File: config.mk
export PLATFORM = sky130hd
export DESIGN_NAME = seq_decode_execute
export DESIGN_NICKNAME = d
export VERILOG_FILES = /design/src/rtl/decode_execute_pkg.sv /design/src/rtl/seq_decode_execute_seg_scan.sv /design/src/rtl/seq_decode_execute.sv
export SDC_FILE = /design/constraint.sdc
export NUM_CORES = 1
export LEC_CHECK = 0
export ABC_CLOCK_PERIOD_IN_PS = 3900
export CORE_ASPECT_RATIO = 0.7
export CORE_UTILIZATION = 25
export CTS_BUF_LIST = sky130_fd_sc_hd__clkbuf_2
export DETAILED_ROUTE_END_ITERATION = 8
export DONT_BUFFER_PORTS = 1
export PLACE_DENSITY = 0.49
export SLEW_MARGIN = 10
export SYNTH_ARGS = -nofsm -noshare
export SYNTH_HDL_FRONTEND = slang
export SYNTH_SLANG_ARGS = --single-unit
File: constraint.sdc
create_clock -name clk -period 3.9 [get_ports clk]
set_input_delay 0.585 -clock clk [delete_from_list [all_inputs] [get_ports clk]]
set_output_delay 0.585 -clock clk [all_outputs]
set_load 0.02 [all_outputs]
File: src/rtl/decode_execute_pkg.sv
// decode_execute_pkg: opcode encoding and hex glyph table shared by the decode/execute unit
package decode_execute_pkg;
  typedef enum logic [2:0] {
    OP_SUB = 3'd0,
    OP_ADD = 3'd1,
    OP_OR  = 3'd2,
    OP_AND = 3'd3,
    OP_SRA = 3'd4,
    OP_ROL = 3'd5,
    OP_LT  = 3'd6,
    OP_EQ  = 3'd7
  } op_e;
  // active-low {a,b,c,d,e,f,g}, lowercase b and d
  function automatic logic [6:0] hex_to_seg(input logic [3:0] nibble);
    case (nibble)
      4'h0: return 7'b0000001;
      4'h1: return 7'b1001111;
      4'h2: return 7'b0010010;
      4'h3: return 7'b0000110;
      4'h4: return 7'b1001100;
      4'h5: return 7'b0100100;
      4'h6: return 7'b0100000;
      4'h7: return 7'b0001111;
      4'h8: return 7'b0000000;
      4'h9: return 7'b0000100;
      4'ha: return 7'b0001000;
      4'hb: return 7'b1100000;
      4'hc: return 7'b0110001;
      4'hd: return 7'b1000010;
      4'he: return 7'b0110000;
      default: return 7'b0111000;
    endcase
  endfunction
endpackage

File: src/rtl/seq_decode_execute_seg_scan.sv
// seg_scan: time-multiplexes up to four hex digits onto an active-low 7-segment display
module seg_scan
  import decode_execute_pkg::*;
#(
  parameter int DIGITS = 2,
  parameter int REFRESH_DIV = 100000
) (
  input  logic        clk,
  input  logic        rst_n,
  input  logic [15:0] value,
  output logic [3:0]  anode,
  output logic [6:0]  cathode
);
  localparam int CW = $clog2(REFRESH_DIV);
  logic [CW-1:0] cnt;
  logic [1:0] idx;
  always_ff @(posedge clk or negedge rst_n)
    if (!rst_n) begin
      cnt <= '0;
      idx <= '0;
    end else if (cnt == CW'(REFRESH_DIV - 1)) begin
      cnt <= '0;
      idx <= (idx == 2'(DIGITS - 1)) ? 2'd0 : idx + 2'd1;
    end else
      cnt <= cnt + 1'b1;
  assign anode = ~(4'b0001 << idx);
  assign cathode = hex_to_seg(value[{idx, 2'b00} +: 4]);
endmodule

File: src/rtl/seq_decode_execute.sv
// seq_decode_execute: register file plus one-cycle ALU with write-back and hex display of the last result
module seq_decode_execute
  import decode_execute_pkg::*;
#(
  parameter int WIDTH = 8,
  parameter int NREG = 4,
  parameter int REFRESH_DIV = 100000
) (
  input  logic                    clk,
  input  logic                    rst_n,
  input  logic                    ld_valid,
  input  logic [$clog2(NREG)-1:0] ld_addr,
  input  logic [WIDTH-1:0]        ld_data,
  input  logic                    in_valid,
  output logic                    in_ready,
  input  logic [2:0]              sel,
  input  logic [$clog2(NREG)-1:0] rs_addr,
  input  logic [$clog2(NREG)-1:0] rt_addr,
  input  logic [$clog2(NREG)-1:0] rd_addr,
  output logic                    res_valid,
  output logic [WIDTH-1:0]        res_data,
  output logic [3:0]              anode,
  output logic [6:0]              cathode
);
  localparam int DIGITS = (WIDTH / 4 < 4) ? WIDTH / 4 : 4;
  logic [WIDTH-1:0] rf [NREG];
  logic [WIDTH-1:0] rs, rt, alu;
  logic accept;
  assign in_ready = !ld_valid;
  assign accept = in_valid && in_ready;
  assign rs = rf[rs_addr];
  assign rt = rf[rt_addr];
  always_comb begin
    alu = '0;
    case (op_e'(sel))
      OP_SUB: alu = rs - rt;
      OP_ADD: alu = rs + rt;
      OP_OR:  alu = rs | rt;
      OP_AND: alu = rs & rt;
      OP_SRA: alu = {rt[WIDTH-1], rt[WIDTH-1:1]};
      OP_ROL: alu = {rs[WIDTH-2:0], rs[WIDTH-1]};
      OP_LT:  alu = WIDTH'(rs < rt);
      OP_EQ:  alu = WIDTH'(rs == rt);
      default: alu = '0;
    endcase
  end
  // loads and write-back never collide: an accept implies no load this cycle
  always_ff @(posedge clk or negedge rst_n)
    if (!rst_n) begin
      for (int i = 0; i < NREG; i++) rf[i] <= '0;
      res_data <= '0;
      res_valid <= 1'b0;
    end else begin
      res_valid <= accept;
      if (ld_valid) rf[ld_addr] <= ld_data;
      else if (accept) begin
        rf[rd_addr] <= alu;
        res_data <= alu;
      end
    end
  seg_scan #(.DIGITS(DIGITS), .REFRESH_DIV(REFRESH_DIV)) u_scan (
    .clk(clk),
    .rst_n(rst_n),
    .value(16'(res_data)),
    .anode(anode),
    .cathode(cathode)
  );
endmodule
; Word-level counts from Yosys, hierarchy flattened
; Memories as Yosys holds them, arrays and structs flattened.
; Cells that the tools add are included.
[word_totals]
ramBits = 0
latchBits = 0
romBits = 112
regBits = 60
input_bits = 23
n_memories = 1
elab_cells = 64
[mem_list]
columns = memory, words, word_bits, rd, rd_ports_with_merged_regs, write_ports, line
row1 = (name not given), 16, 7, 1, 0, 0, decode_execute_pkg.sv:15  ; case (nibble)
[op_classes]
n_shift = 2
n_mux = 17
bitwise = 8
n_lt_le_gt_ge = 7
reduce_logical = 7
eq_ne = 10
div = 0
n_mul = 0
add_sub_neg = 4
[op_table]
columns = operator, count
row1 = bitwise mux 32 bit, 2
row2 = two-way mux 32 bit, 2
row3 = case mux 8 bit (8 select lines), 1
row4 = two-way mux 8 bit, 6
row5 = binary-select mux 8 bit (select 2 bit), 2
row6 = demux 8 bit (select 2 bit), 2
row7 = "adder 17 x 1 -> 17 bit, second input constant", 1
row8 = "equality test 17 bit, second input constant", 1
row9 = two-way mux 17 bit, 1
row10 = variable part select 16 x 5 -> 4 bit, 1
row11 = "equality test 3 bit, second input constant", 4
row12 = "greater-or-equal comparator 3 bit, second input constant", 4
row13 = NOT 2 -> 3 bit, 4
row14 = adder 8 bit, 1
row15 = AND 8 bit, 1
row16 = equality test 8 bit, 1
row17 = less-than comparator 8 bit, 1
row18 = bitwise OR 8 bit, 1
row19 = subtractor 8 bit, 1
row20 = "equality test 3 x 2 -> 1 bit, second input constant", 2
row21 = "less-than comparator 3 x 1 -> 1 bit, second input constant", 2
row22 = NOT 4 bit, 1
row23 = "<< shifter 1 x 2 -> 4 bit, first input constant", 1
row24 = "equality test 3 x 1 -> 1 bit, second input constant", 1
row25 = 9 further kinds, 11

; Depth between registers and ports, before layout
[logic_depth]
depth_word = 9
ltp_mapped = 11
depth_no_buf = 10

; Modules after synthesis
; From an unflattened synthesis, not the netlist that was laid out.
[unflattened]
hier_cells = 504
hier_area_um2 = 4793.3
[by_module_without_submodules]
columns = module, area_each_um2, n_inst, cells_per_inst
row1 = seq_decode_execute, 3557.2, 1, 381
row2 = seg_scan, 1236.2, 1, 123

; Worst setup path before layout
; OpenSTA, ideal clock, no wires.
[synth_timing]
kind = input to register
startpoint = in rt_addr[0]
endpoint = reg rf[0] (netlist bit)
arrival_ps = 3234
stages = 10
required_ps = 3760
path_buffers = 1
path_slack_ps = 526
path_cell_list = buf_2 > mux4_2 > ha_1 > fa_1 > o21bai_1 > a21oi_1 > o31a_1 > or3_1 > a211oi_1 > o21ai_0
[synth_between]
elab_chain_cells = 9
word_cells_on_any_way = 14
[synth_lines]
columns = item, line
row1 = from (decl), seq_decode_execute.sv:18  ; input logic [$clog2(NREG)-1:0] rt_addr,
row2 = NOT 2 -> 3 bit (not written as such) *, seq_decode_execute.sv:32  ; assign rt = rf[rt_addr];
row3 = binary-select mux 8 bit (select 2 bit) *, seq_decode_execute.sv:32
row4 = two-way mux 8 bit (not written as such) * (2 in series), seq_decode_execute.sv:32
row5 = adder 8 bit (tied with other cells), seq_decode_execute.sv:37  ; OP_ADD: alu = rs + rt;
row6 = case mux 8 bit (8 select lines) *, seq_decode_execute.sv:35  ; case (op_e'(sel))
row7 = bitwise mux 32 bit *, seq_decode_execute.sv:57  ; rf[rd_addr] <= alu;
row8 = two-way mux 32 bit *, seq_decode_execute.sv:56  ; else if (accept) begin
row9 = two-way mux 32 bit *, seq_decode_execute.sv:55  ; if (ld_valid) rf[ld_addr] <= ld_data;
row10 = "to (signal, indexed assignment)", seq_decode_execute.sv:55
row11 = "to (signal, indexed assignment)", seq_decode_execute.sv:57
row12 = to (decl), seq_decode_execute.sv:26  ; logic [WIDTH-1:0] rf [NREG];
; Mark *: on every way between the ends. The rest lies on a longest branch, timed or not. The select of a mux whose other input is x is not followed.
; A chain may end at the register's enable or synchronous reset.

; Worst setup path after layout
[layout_timing]
startpoint = reg rf[24] (netlist bit)
endpoint = reg rf[0] (netlist bit)
[layout_between]
elab_chain_cells = 8
word_cells_on_any_way = 16
[layout_lines]
columns = item, line
row1 = "binary-select mux 8 bit (select 2 bit), on equally long branches", "seq_decode_execute.sv:31, seq_decode_execute.sv:32"
row2 = "two-way mux 8 bit, on equally long branches (2 in series)", "seq_decode_execute.sv:31, seq_decode_execute.sv:32"
row3 = adder 8 bit (tied with other cells), seq_decode_execute.sv:37
row4 = case mux 8 bit (8 select lines) *, seq_decode_execute.sv:35
row5 = bitwise mux 32 bit *, seq_decode_execute.sv:57
row6 = two-way mux 32 bit *, seq_decode_execute.sv:56
row7 = two-way mux 32 bit *, seq_decode_execute.sv:55
; Marks and branches as above.

==> summary.md <==
| Metric | Value |
|---|---|
| First-pass DRT Iterations | 5 |
| First DRT Iteration DRCs | 399 |
| Synthesized instance count | 500 |
| H-tree level count | 3 |
| Dominant synthesized flop cell | dfrtp_1 |
| WL final | 13.13 mm |
| Util after Layout | 27.99% |
| Gr usage total | 15.03% |
| Clock buffer count from CTS | 9 |
| Min-Delay Startpoint | rd_addr[0] |
| Count of cell types in the netlist | 53 |
| Least-Margin Pin Slew | 0.7548 ns |
| Crit-path slowest cell | a211oi_1 |
| Syn_area_per_cell | 8.901 um^2 |
| Avg WL per Cell | 18.01 um |
| Async S/R FF share, synth | 100.0% |
| Area contributors post-synth | dfrtp_1, ha_1, mux4_2 |
| Final setup skew | 0.01592 ns |
| Top cells by count, synth | dfrtp_1, nand2_1, o21ai_0 |
| CP endpoint kind | flip-flop |
| Crit path arrival time | 3.77 ns |
| DRC viols | 0 |
| Antenna cells | 0 |
| Die width | 161.5 um |
| Pwr Density | 454.2 nW/um^2 |
| Final Max Tran Viols | 0 |
| Setup TNS | 0 ns |
| Status | complete, no violations |
| Routed via count | 3832 |
| Root buffer cell | clkbuf_2 |
| Num rows | 40 |
| Worst skew pair latency | 0.50 ns |
| Starting density of the core | 25.78% |
| DP Worst Slack | 0.3786 ns |
| Layout cells sized above 1 | 9.036% |
| Worst Setup SP | rf[24]$_DFFE_PN0P_ |
| Post-route ant nets | 0 |
| Die area | 18350 um^2 |
| CTS sink cnt | 60 |
| Core box area | 17270 um^2 |
| Reg2Reg Launch Point | rf[24]$_DFFE_PN0P_ |
| R2R Path End | rf[0]$_DFFE_PN0P_ |
| Reg2reg setup slack | 0.51 ns |
| Depth of the worst hold-timing path | 1 |
| Peak supply drop | 0.0002170 V |
| Max Clk Rate | 0.2947 GHz |
| Total grt overflow | 0 |
| Nets | 549 |
| Area Growth Syn to Fin | 8.575% |
| Hpwl dp | 10.19 mm |
| IO Count | 44 |
| CTS tree | yes |
| Share of the synthesized area in the top cell type | 33.74% |
| Slew margin rel. | 49.15% |
| Largest net degree at the start of global routing | 61 |
| Setup violators final | 0 |
| IO buf count | 0 |
| DR vias/cell | 5.257 |
| EDFF count, synth | 0 |
| Top fanout value on the critical path | 5 |
| Tcrit/Tclk final | 87.00% |
| Worst Hold Class | primary input to flip-flop |
| Worst setup margin | 0.5072 ns |
| Yosys warns | 0 |
| Most frequent cell after synthesis | dfrtp_1 |
| Kind of critical path | flip-flop to flip-flop |
| Global-route wire length before repair | 21.39 mm |
| Hold worst-path end | rf[11]$_DFFE_PN0P_ |
| Vias in the first global route | 3788 |
| CP Launch Type | flip-flop |
| Synth area leader | dfrtp_1 |
| Lkg Pwr | 2.000 nW |
| R2r worst-path depth | 9 |
| Max-cap violations | 0 |
| Fin crit period | 3.393 ns |
| Max Root-Sink Buffers | 2 |
| Post_cts resized | 0 |
| Seq/Total Area, Yosys | 33.74% |
| Syn Nets | 556 |
| Crit path cell chain | mux4_2 -> ha_1 -> fa_1 -> o21bai_1 -> a21oi_1 -> o31a_1 -> or3_1 -> a211oi_1 -> o21ai_0 |
| Gp weighted congestion | 0.8305 |
| Worst path required time | 4.28 ns |
| Initial antenna violation count | 0 |
| CP peak stage delay | 0.55 ns |
| Unrepaired setup endpoints after global routing | false |
| Die height | 113.6 um |
| CP delay by family, top | compound AO/OA/AOI/OAI gates |
| Yosys reg bits | 60 |
| Mapped Area | 4451 um^2 |
| CP Buf/Inv Count | 0 |
| Final Hold Viols | 0 |
| Clock transition at path regs | 0.18 ns |
how the worst max path moves through the flow:
stage | to | slack, ns | cells past startpoint
CTS | cathode[3] | 0.51 | 7
detailed placement | rf[24]$_DFFE_PN0P_ | 0.38 | 9
finish | rf[0]$_DFFE_PN0P_ | 0.51 | 9
global route | cathode[3] | 0.23 | 7
floorplan | rf[0]$_DFFE_PN0P_ | 0.53 | 10
global placement | rf[0]$_DFFE_PN0P_ | 0.46 | 9
layer usage:
metal,vias to the layer above,global-route usage [%],part of all wire [%]
li1,1798,-,-
met1,1905,22.66,51
met2,119,21.58,42
met3,10,3.527,6.6
met4,0,3.082,0.61
met5,-,0,0
cell families (layout without fill, tap and decap cells):
logic type / after synthesis / in the layout / share of synthesized area, %
DFF: 60 / 60 / 33.74
buffers and inverters: 55 / 53 / 4.891
AOI/OAI and AO/OA: 146 / 146 / 20.16
adders and majority gates: 33 / 33 / 9.615
xor gates and xnor gates: 19 / 19 / 3.908
and+or+nand+nor: 159 / 159 / 16.87
muxes: 28 / 28 / 10.82
layout make-up:
class,instances,area (um^2)
tap,231,289.0
timing repair buffer,7,75.07
clock buffer,9,45.04
fill,1841,12430
clock inverter,7,77.57
sequential,60,1501
multi-input combinational,385,2731
inverter,30,112.6
per-stage QoR:
step / total power [mW] / cells / hold WS, ns / area (um^2)
3_3_place_gp: 1.764 / 711 / 0.2905 / 4672
5_1_grt: 2.378 / 729 / 0.09090 / 4832
4_1_cts: 2.199 / 729 / 0.1158 / 4832
6_report: 2.195 / 729 / 0.1650 / 4832
3_5_place_dp: 1.776 / 711 / 0.2904 / 4672
2_1_floorplan: 1.546 / 500 / 0.2894 / 4451
worst reg2reg max path, stage by stage (launching register included):
cell,delay (ns)
dfrtp_1,0.46
mux4_2,0.51
ha_1,0.23
fa_1,0.42
o21bai_1,0.19
a21oi_1,0.12
o31a_1,0.28
or3_1,0.32
a211oi_1,0.55
o21ai_0,0.20
placed cells by master (no fill, tap or decap), types with 5 or more instances in the layout:
master,Yosys,layout
dfrtp_1,60,60
nand2_1,53,53
o21ai_0,49,49
nor2_1,43,43
ha_1,31,31
inv_1,29,29
a21oi_1,29,29
a22oi_1,26,26
mux4_2,16,16
nand3_1,14,14
mux2i_1,11,11
o22ai_1,11,11
xor2_1,10,10
nor3_1,9,9
clkbuf_2,0,9
xnor2_1,8,8
o211ai_1,5,5
and3_1,5,5
buf_4,0,5
state kept, by name, summed over array words and instances (netlist names):
signal	count
rf	32
u_scan.idx	2
res_data	8
res_valid	1
u_scan.cnt	17
repair_timing:
| action | 4_1_cts | 5_1_grt |
|---|---|---|
| hold endpoints to repair | 60 | 0 |
| setup buffers | 0 | 0 |
| hold buffers | 2 | 0 |
report_power, final:
group	internal [mW]	switching [mW]	total [mW]	leakage (nW)
registers	0.714	0.124	0.838	0.763
logic	0.373	0.580	0.954	1.18
clock network	0.149	0.255	0.403	0.0603
Power figures use the tool's default switching activity.
